$ cat config.mk
export PLATFORM = sky130hd
export DESIGN_NAME = ro_mux_seq_flat
export DESIGN_NICKNAME = d
export VERILOG_FILES = /design/src/rtl/ro_mux_seq_if.sv /design/src/rtl/ro_mux_seq.sv /design/src/flat_wrapper.sv
export SDC_FILE = /design/constraint.sdc
export NUM_CORES = 1
export LEC_CHECK = 0
export ABC_AREA = 1
export CAP_MARGIN = 20
export CORE_MARGIN = 2
export CORE_UTILIZATION = 30
export DETAILED_ROUTE_END_ITERATION = 8
export GPL_TIMING_DRIVEN = 0
export SYNTH_ARGS = -nofsm -noshare
export SYNTH_HDL_FRONTEND = slang
export SYNTH_SLANG_ARGS = --single-unit
$ cat constraint.sdc
create_clock -name clk -period 2.5 [get_ports clk]
set_input_delay 0.5 -clock clk [delete_from_list [all_inputs] [get_ports clk]]
set_output_delay 0.5 -clock clk [all_outputs]
set_load 0.01 [all_outputs]
$ cat src/rtl/ro_mux_seq_if.sv
// Bus between the ring-oscillator mux sequencer and its controller.
// The controller drives the requests; the mux drives the gated output and status.
interface ro_mux_seq_if #(
  parameter int N_CH  = 16,
  parameter int SEL_W = $clog2(N_CH)
);
  logic [N_CH-1:0]  ro_in;
  logic             mode;
  logic [SEL_W-1:0] sel_in;
  logic             sel_load;
  logic             start;
  logic             stop;
  logic             ro_out;
  logic [SEL_W-1:0] cur_sel;
  logic             valid;
  logic             window_done;
  logic             scan_done;
  logic             busy;

  modport master (
    output ro_in, mode, sel_in, sel_load, start, stop,
    input  ro_out, cur_sel, valid, window_done, scan_done, busy
  );

  modport slave (
    input  ro_in, mode, sel_in, sel_load, start, stop,
    output ro_out, cur_sel, valid, window_done, scan_done, busy
  );
endinterface

$ cat src/rtl/ro_mux_seq.sv
// Ring-oscillator channel mux: manual select or timed scan over all channels,
// gating the selected oscillator off for a settle period after every select change.
module ro_mux_seq #(
  parameter int N_CH   = 16,
  parameter int SEL_W  = $clog2(N_CH),
  parameter int SETTLE = 4,
  parameter int DWELL  = 1024
) (
  input logic         clk,
  input logic         rst_n,
  ro_mux_seq_if.slave bus
);

  typedef enum logic [1:0] {S_IDLE, S_SETTLE, S_MEASURE} st_t;

  localparam logic [7:0]       SET_LAST = 8'(SETTLE - 1);
  localparam logic [15:0]      DW_LAST  = 16'(DWELL - 1);
  localparam logic [SEL_W-1:0] SEL_LAST = SEL_W'(N_CH - 1);

  st_t              st, st_n;
  logic [SEL_W-1:0] cur_sel, sel_n;
  logic             mode_q, modeq_n;
  logic [7:0]       scnt, scnt_n;
  logic [15:0]      dcnt, dcnt_n;
  logic             valid, wdone, sdone, busy;
  logic             wd_n, sd_n;

  always_ff @(posedge clk) begin
    if (!rst_n) begin
      st      <= S_IDLE;
      cur_sel <= '0;
      mode_q  <= 1'b0;
      scnt    <= '0;
      dcnt    <= '0;
      valid   <= 1'b0;
      busy    <= 1'b0;
      wdone   <= 1'b0;
      sdone   <= 1'b0;
    end else begin
      st      <= st_n;
      cur_sel <= sel_n;
      mode_q  <= modeq_n;
      scnt    <= scnt_n;
      dcnt    <= dcnt_n;
      valid   <= (st_n == S_MEASURE);
      busy    <= (st_n != S_IDLE);
      wdone   <= wd_n;
      sdone   <= sd_n;
    end
  end

  always_comb begin
    st_n    = st;
    sel_n   = cur_sel;
    modeq_n = mode_q;
    scnt_n  = scnt;
    dcnt_n  = dcnt;
    wd_n    = 1'b0;
    sd_n    = 1'b0;
    case (st)
      S_IDLE: begin
        // stop in IDLE swallows any simultaneous load/start
        if (!bus.stop) begin
          if (!bus.mode && bus.sel_load) begin
            sel_n   = bus.sel_in;
            modeq_n = 1'b0;
            scnt_n  = '0;
            st_n    = S_SETTLE;
          end else if (bus.mode && bus.start) begin
            sel_n   = '0;
            modeq_n = 1'b1;
            scnt_n  = '0;
            st_n    = S_SETTLE;
          end
        end
      end
      S_SETTLE: begin
        if (bus.stop) begin
          st_n = S_IDLE;
        end else if (scnt == SET_LAST) begin
          dcnt_n = '0;
          st_n   = S_MEASURE;
        end else begin
          scnt_n = scnt + 8'd1;
        end
      end
      S_MEASURE: begin
        if (bus.stop) begin
          st_n = S_IDLE;
        end else if (!mode_q) begin
          // a reload always re-settles, even onto the same channel
          if (bus.sel_load) begin
            sel_n  = bus.sel_in;
            scnt_n = '0;
            st_n   = S_SETTLE;
          end
        end else if (dcnt == DW_LAST) begin
          wd_n = 1'b1;
          if (cur_sel == SEL_LAST) begin
            sd_n  = 1'b1;
            sel_n = '0;
            st_n  = S_IDLE;
          end else begin
            sel_n  = cur_sel + 1'b1;
            scnt_n = '0;
            st_n   = S_SETTLE;
          end
        end else begin
          dcnt_n = dcnt + 16'd1;
        end
      end
      default: st_n = S_IDLE;
    endcase
  end

  // rst_n in the gate keeps ro_out low before the first reset edge lands
  assign bus.ro_out      = bus.ro_in[cur_sel] & valid & rst_n;
  assign bus.cur_sel     = cur_sel;
  assign bus.valid       = valid;
  assign bus.window_done = wdone;
  assign bus.scan_done   = sdone;
  assign bus.busy        = busy;

endmodule

$ cat src/flat_wrapper.sv
// flat-port wrapper written by rule: the top's interface ports become plain ports
module ro_mux_seq_flat 
#(
  parameter int N_CH   = 16,
  parameter int SEL_W  = $clog2(N_CH),
  parameter int SETTLE = 4,
  parameter int DWELL  = 1024
)
  (clk, rst_n, bus_ro_in, bus_mode, bus_sel_in, bus_sel_load, bus_start, bus_stop, bus_ro_out, bus_cur_sel, bus_valid, bus_window_done, bus_scan_done, bus_busy);
  ro_mux_seq_if #(.N_CH(N_CH), .SEL_W(SEL_W)) bus_i ();
  input logic clk;
  input logic rst_n;
  input wire logic [$bits(bus_i.ro_in)-1:0] bus_ro_in;
  input wire logic [$bits(bus_i.mode)-1:0] bus_mode;
  input wire logic [$bits(bus_i.sel_in)-1:0] bus_sel_in;
  input wire logic [$bits(bus_i.sel_load)-1:0] bus_sel_load;
  input wire logic [$bits(bus_i.start)-1:0] bus_start;
  input wire logic [$bits(bus_i.stop)-1:0] bus_stop;
  output wire logic [$bits(bus_i.ro_out)-1:0] bus_ro_out;
  output wire logic [$bits(bus_i.cur_sel)-1:0] bus_cur_sel;
  output wire logic [$bits(bus_i.valid)-1:0] bus_valid;
  output wire logic [$bits(bus_i.window_done)-1:0] bus_window_done;
  output wire logic [$bits(bus_i.scan_done)-1:0] bus_scan_done;
  output wire logic [$bits(bus_i.busy)-1:0] bus_busy;
  assign bus_i.ro_in = bus_ro_in;
  assign bus_i.mode = bus_mode;
  assign bus_i.sel_in = bus_sel_in;
  assign bus_i.sel_load = bus_sel_load;
  assign bus_i.start = bus_start;
  assign bus_i.stop = bus_stop;
  assign bus_ro_out = bus_i.ro_out;
  assign bus_cur_sel = bus_i.cur_sel;
  assign bus_valid = bus_i.valid;
  assign bus_window_done = bus_i.window_done;
  assign bus_scan_done = bus_i.scan_done;
  assign bus_busy = bus_i.busy;
  ro_mux_seq #(.N_CH(N_CH), .SEL_W(SEL_W), .SETTLE(SETTLE), .DWELL(DWELL)) u_core (.clk(clk), .rst_n(rst_n), .bus(bus_i));
endmodule
==> results of run 1 <==
==> cell type report <==
| cell class | instances | area (sq um) |
|---|---|---|
| Multi-Input combinational cell | 301 | 1520 |
| Timing Repair Buffer | 34 | 339 |
| Sequential cell | 35 | 701 |
| Fill cell | 904 | 5020 |
| Inverter | 47 | 181 |
| Clock buffer | 5 | 68.8 |
| Clock inverter | 3 | 67.6 |
| Tap cell | 105 | 131 |
| Buffer | 10 | 67.6 |
==> placed cells by master, fill, tap and decap left out, types with 2 or more instances in the layout <==
cell type	instances
a21oi_1	25
a21oi_2	4
buf_2	2
bufinv_16	2
clkbuf_1	3
clkbuf_8	5
clkdlybuf4s50_1	33
dfxtp_1	35
ha_1	3
inv_1	39
inv_2	6
nand2_1	103
nand2_2	7
nand2_4	4
nand3_1	33
nand4_1	8
nor2_1	64
nor2_4	2
nor3b_1	2
o211ai_1	4
o21ai_0	19
o21ai_1	2
o21bai_1	4
xnor2_1	4
xor2_1	2
==> state kept, by name, indices dropped and copies added (netlist names) <==
register,cells
u_core.bus.busy,1
u_core.bus.cur_sel,4
u_core.bus.scan_done,1
u_core.bus.valid,1
u_core.bus.window_done,1
u_core.dcnt,16
u_core.mode_q,1
u_core.scnt,8
u_core.st,2
==> worst max-delay path, delay by kind of cell <==
kind | cells | cell delay (ns)
compound gates | 3 | 0.39
buf+inv | 2 | 0.75
simple gates | 3 | 0.22
==> final timing paths <==
kind | end | slack (ns) | cells past startpoint
max | bus_ro_out | 0.15 | 8
min | u_core.dcnt[4] | 0.51 | 2
max reg2reg | u_core.dcnt[0] | 0.46 | 12
min reg2reg | u_core.dcnt[4] | 0.51 | 2
==> metal layers <==
layer	up-vias	track usage
li1	1346	-
met1	1145	0.181
met2	69	0.265
met3	6	0.0271
met4	0	0.0471
met5	-	0
==> metrics by stage <==
stage / TNS, ns / worst slack (ns) / hold WS (ns) / cells
floorplan: 0 / 0.725 / 0.469 / 393
global placement: -0.118 / -0.118 / 0.490 / 532
detailed placement: -0.165 / -0.165 / 0.504 / 532
CTS: 0 / 0.133 / 0.515 / 540
global route: 0 / 0.0250 / 0.552 / 540
finish: 0 / 0.148 / 0.515 / 540
==> logic make-up after synthesis <==
logic type | Yosys count | share of synthesized area
AND/OR/NAND/NOR | 231 | 0.438
AO/OA/AOI/OAI | 61 | 0.142
buffers and inverters | 57 | 0.0991
flip-flops | 35 | 0.285
XOR/XNOR | 6 | 0.0213
adder cells (fa/ha/maj) | 3 | 0.0152
==> power by group through the flow <==
stage | sequential, mW | clock, mW | combinational [mW]
2_1_floorplan | 0.591 | 0 | 0.0966
3_5_place_dp | 0.590 | 0 | 0.174
4_1_cts | 0.577 | 0.638 | 0.175
3_3_place_gp | 0.590 | 0 | 0.173
5_1_grt | 0.579 | 0.655 | 0.193
6_report | 0.577 | 0.627 | 0.175
==> what timing repair did <==
action                                  CTS  global route
gates resized for setup                   5             0
buffers inserted                          0             0
endpoints found under the setup margin    1             0
==> metrics.md, run 1 <==
| Metric | Value |
|---|---|
| Reg-to-Reg Start | `u_core.dcnt[0]` |
| Die Wd | `94.6 um` |
| Iteration-0 DRC Markers | `96` |
| Chip height | `94.6 um` |
| N_diodes | `0` |
| Vias per cell | `4.75` |
| Area share of the largest cell type after synthesis | `0.285` |
| Startpoint type of the worst setup path | `primary input` |
| RSZ-0062 raised after global routing | `false` |
| CTS Buf Count | `5` |
| Async S/R FF share, synth | `0` |
| CTS tree | `built` |
| First-pass GRT wire length | `10.7 mm` |
| Share of layout cells above drive strength 1 | `0.108` |
| Max Used Layer | `met4` |
| Hold path start | `u_core.dcnt[4]` |
| Largest net degree at the start of global routing | `13` |
| Met3 Wirelength | `303 um` |
| Synth warnings | `0` |
| Syn_nets | `422` |
| Critical path class | `in -> out` |
| Sequential share of the synthesized area | `0.285` |
| Clock share of power | `0.454` |
| Slew Limit Headroom | `0.555` |
| CP Cell Sequence | `clkdlybuf4s50_1 -> nor2_1 -> nor2_1 -> o21ai_0 -> o211ai_1 -> nand3_1 -> a21oi_1 -> dlygate4sd2_1` |
| Crit end category | `primary output` |
| Routed metal-1 wire length | `3.10 mm` |
| Gpl congestion | `0.816` |
| Reg power frac | `0.418` |
| Routed wire per std cell | `12.1 um` |
| Critical Path RT | `2.00 ns` |
| Crit. Startpoint | `bus_ro_in[8]` |
| 1st-pass router iterations | `5` |
| Yosys reg bits | `35` |
| Number of cell rows | `33` |
| Internal power | `1.05 mW` |
| Period utilisation layout | `0.941` |
| CTS Buffer Depth | `2` |
| Max-cap violations | `0` |
| DP Area | `2930 sq um` |
| Synth Area per Inst | `6.27 sq um` |
| ANT nets after route | `0` |
| GR Overflow Total | `0` |
| CP max-delay cell | `clkdlybuf4s50_1` |
| DRC | `0` |
| Largest area contributor in the netlist | `dfxtp_1` |
| CP Max Fanout | `1` |
| Final Skew | `0.0133 ns` |
| Logic pwr share | `0.127` |
| # nets final | `463` |
| PortBufs | `34` |
| Vias in the first global route | `2360` |
| Initial antenna violation count | `0` |
| H-tree depth | `2` |
| P_leak | `1.13 nW` |
| Ports | `35` |
| Area growth from synthesis to layout | `24.8%` |
| Worst VDD drop | `198 uV` |
| HPWL after DPL | `4.82 mm` |
| Initial Utilization | `0.304` |
| Cells after synthesis | `393` |
| Type of the most critical hold path | `reg -> reg` |
| Tmin final | `2.35 ns` |
| # setup viols final | `0` |
| Worst path max stage delay | `0.46 ns` |
| CP most frequent cell | `nor2_1` |
| Metal2 WL | `3.07 mm` |
| Die area | `8950 sq um` |
| Achievable clock frequency | `425 MHz` |
| Vias after detailed routing | `2566` |
| PD cells | `449 nW/um^2` |
| Total core area | `8090 sq um` |
| CTS root buffer | `clkbuf_8` |
| Worst-path clk slew | `0.07 ns` |
| Most common cell in the netlist | `nand2_1` |
| Final core utilization | `0.380` |
| Area contributors post-synth | `dfxtp_1 28%, nand2_1 16%, nor2_1 9.8%, nand3_1 6.7%, inv_1 6.1%` |
| CTS sink cnt | `35` |
| Detailed Route WL | `6.55 mm` |
| Global Route Usage Sum | `0.149` |
| Post-Syn Area | `2460 sq um` |
| Hold Violations, Final | `0` |
| Sw Share | `0.240` |
| Final Instance Area | `3070 sq um` |
| Synth unique cells | `38` |
| Number of flops mapped to enable cells by yosys | `0` |
| Slew Viols, Final | `0` |
| CP arrival | `1.85 ns` |
| Post-CTS Hold Fix Bufs | `0` |
| P_sw | `0.332 mW` |
| Post-synth top cells | `103 x nand2_1, 64 x nor2_1, 40 x inv_1` |
| Main synth FF type | `dfxtp_1` |
| Worst-margin pin slew | `0.668 ns` |
| Clock Latency Late Sink | `0.29 ns` |
| Status | `finished clean` |
| Total power | `1.38 mW` |
(Power assumes the default switching activity.)
==> run 2: changes to the inputs <==
Settings changed: DONT_BUFFER_PORTS set to 1.
==> metrics.md, run 2 (synthesis results as in run 1) <==
| Metric | Value |
|---|---|
| Vias per cell | `4.84 (+1.8%)` |
| Iteration-0 DRC Markers | `142 (+48%)` |
| Worst VDD drop | `160 uV (-19%)` |
| Global Route Usage Sum | `0.146 (-0.00284)` |
| Max-cap violations | `0 (unchanged)` |
| Worst-path clk slew | `0.08 ns (about the same)` |
| Most frequent cells in the layout | `103 x nand2_1, 64 x nor2_1, 40 x inv_1` |
| Tmin final | `2.35 ns (-0.0000670 ns)` |
| Vias in the first global route | `2296 (-2.7%)` |
| GR Overflow Total | `0 (unchanged)` |
| ANT nets after route | `0 (unchanged)` |
| Clock Latency Late Sink | `0.29 ns (about the same)` |
| Reg area | `701 sq um (unchanged)` |
| CP arrival | `1.85 ns (about the same)` |
| Number of cell rows | `33 (unchanged)` |
| Slew Viols, Final | `0 (unchanged)` |
| Setup_tns | `0 ns (unchanged)` |
| Initial antenna violation count | `0 (unchanged)` |
| Routed wire per std cell | `12.3 um (+1.1%)` |
| H-tree depth | `2 (unchanged)` |
| Final setup margin | `0.148 ns (+0.0000670 ns)` |
| N_diodes | `0 (unchanged)` |
| First-pass GRT wire length | `10.3 mm (-4.2%)` |
| Area growth from synthesis to layout | `8.79%` |
| CTS root buffer | `clkbuf_8` |
| Non-filler instance count after layout | `506 (-6.3%)` |
| # setup viols final | `0 (unchanged)` |
| CTS tree | `built` |
| Critical path class | `reg -> out` |
| Setup bufs post-CTS | `0 (unchanged)` |
| Most common cell after layout, fill and taps aside | `nand2_1` |
| RSZ-0062 raised after global routing | `false` |
| Most flops, register | `u_core.dcnt` |
| Largest net degree at the start of global routing | `12 (-1)` |
| Vias after detailed routing | `2447 (-4.6%)` |
| Achievable clock frequency | `425 MHz (about the same)` |
| Period utilisation layout | `0.941 (about the same)` |
| Final Skew | `0.00716 ns (-0.00612 ns)` |
| 1st-pass router iterations | `4 (-1)` |
| Slew Limit Headroom | `0.532 (-0.0223)` |
| Total core area | `8090 sq um (unchanged)` |
| PortBufs | `0 (-100%)` |
| Die Wd | `94.6 um (unchanged)` |
| CTS Buf Count | `5 (unchanged)` |
| Share of layout cells above drive strength 1 | `0.112 (+0.00417)` |
| P_leak | `0.972 nW (-14%)` |
| Type of the most critical hold path | `in -> reg` |
| Fillers | `904 (unchanged)` |
| CP delay by family, top | `compound AO/OA/AOI/OAI gates` |
| Placed cells | `498 (-6.4%)` |
| Status | `finished clean` |
| CP max-delay cell | `dfxtp_1` |
| DRC | `0 (unchanged)` |
| Max FFs per register | `16 (unchanged)` |
| CP Cell Sequence | `clkbuf_1 -> o21ai_0 -> o211ai_1 -> nand3_1 -> a21oi_1` |
| Detailed Route WL | `6.21 mm (-5.3%)` |
| Gpl congestion | `0.833 (+2.1%)` |
| PD cells | `416 nW/um^2 (-7.4%)` |
| Critical Path RT | `2.00 ns (about the same)` |
| CTS Buffer Depth | `2 (unchanged)` |
| Hold Violations, Final | `0 (unchanged)` |
| Worst path max stage delay | `0.42 ns (-0.04 ns)` |
| Largest registers | `u_core.dcnt x16, u_core.scnt x8, u_core.bus.cur_sel x4` |
| Multi-input gate area | `1520 sq um (unchanged)` |
| # nets final | `429 (-7.3%)` |
| Ports | `35 (unchanged)` |
| Chip height | `94.6 um (unchanged)` |
| WP buf/inv | `1 (-1)` |
| Startpoint type of the worst setup path | `register` |
| CTS sink cnt | `35 (unchanged)` |
| Worst slack, placed | `0.428 ns (+0.592 ns)` |
| Crit end category | `primary output` |
| Die area | `8950 sq um (unchanged)` |
| Initial Utilization | `0.304 (unchanged)` |
| CP Max Fanout | `9 (+8)` |
| HPWL after DPL | `4.63 mm (-4.1%)` |
| Worst-margin pin slew | `0.701 ns (+0.0335 ns)` |
==> run 2: cell types whose count changed in the layout (fill, tap and decap cells not counted), sizes merged <==
cell,previous run,this run
bufinv,2,0
clkdlybuf4s50,33,0
clkinv,2,5
dlygate4sd2,1,0
clkinvlp,1,0
==> run 2: where the power goes <==
group / switching (mW) / internal (mW) / leakage, nW
logic: 0.0803 / 0.0405 / 0.642
registers: 0.0127 / 0.568 / 0.283
clock network: 0.221 / 0.191 / 0.0477
total: 0.314 / 0.799 / 0.972
==> run 2: path summary, 6_finish.rpt <==
kind / depth (start not counted) / slack [ns] / start / end
setup / recovery: 5 / 0.15 / u_core.bus.cur_sel[1] / bus_ro_out
setup reg to reg: 12 / 0.45 / u_core.dcnt[0] / u_core.dcnt[5]
hold reg to reg: 2 / 0.50 / u_core.dcnt[4] / u_core.dcnt[4]
hold / removal: 2 / 0.33 / rst_n / u_core.bus.cur_sel[3]
==> run 2: what timing repair did <==
item,4_1_cts,5_1_grt
endpoints found under the setup margin,0,1
gates resized for setup,0,2
hold buffers,0,0
==> run 2: metal layers <==
layer	vias up	wire (um)	GRT usage
met3	6	240	0.0263
met2	41	2990	0.270
met1	1126	2880	0.168
li1	1274	-	-
met5	-	0	0
met4	0	98	0.0507
==> run 2: metrics by stage <==
stage	instance area (sq um)	power (mW)	util	hold slack, ns
floorplan	2460	0.687	-	0.469
global placement	2590	0.712	0.321	0.490
detailed placement	2590	0.715	0.321	0.496
CTS	2680	1.13	0.331	0.331
global route	2680	1.17	0.331	0.330
finish	2680	1.11	0.331	0.330
==> run 2: cell type report <==
cell class                      instances  share of cell area
Clock buffer                            5              0.0257
Inverter                               47              0.0677
Buffer                                 10              0.0238
Clock inverter                          3             0.00560
Tap cell                              105              0.0490
Multi-Input combinational cell        301               0.567
Sequential cell                        35               0.262
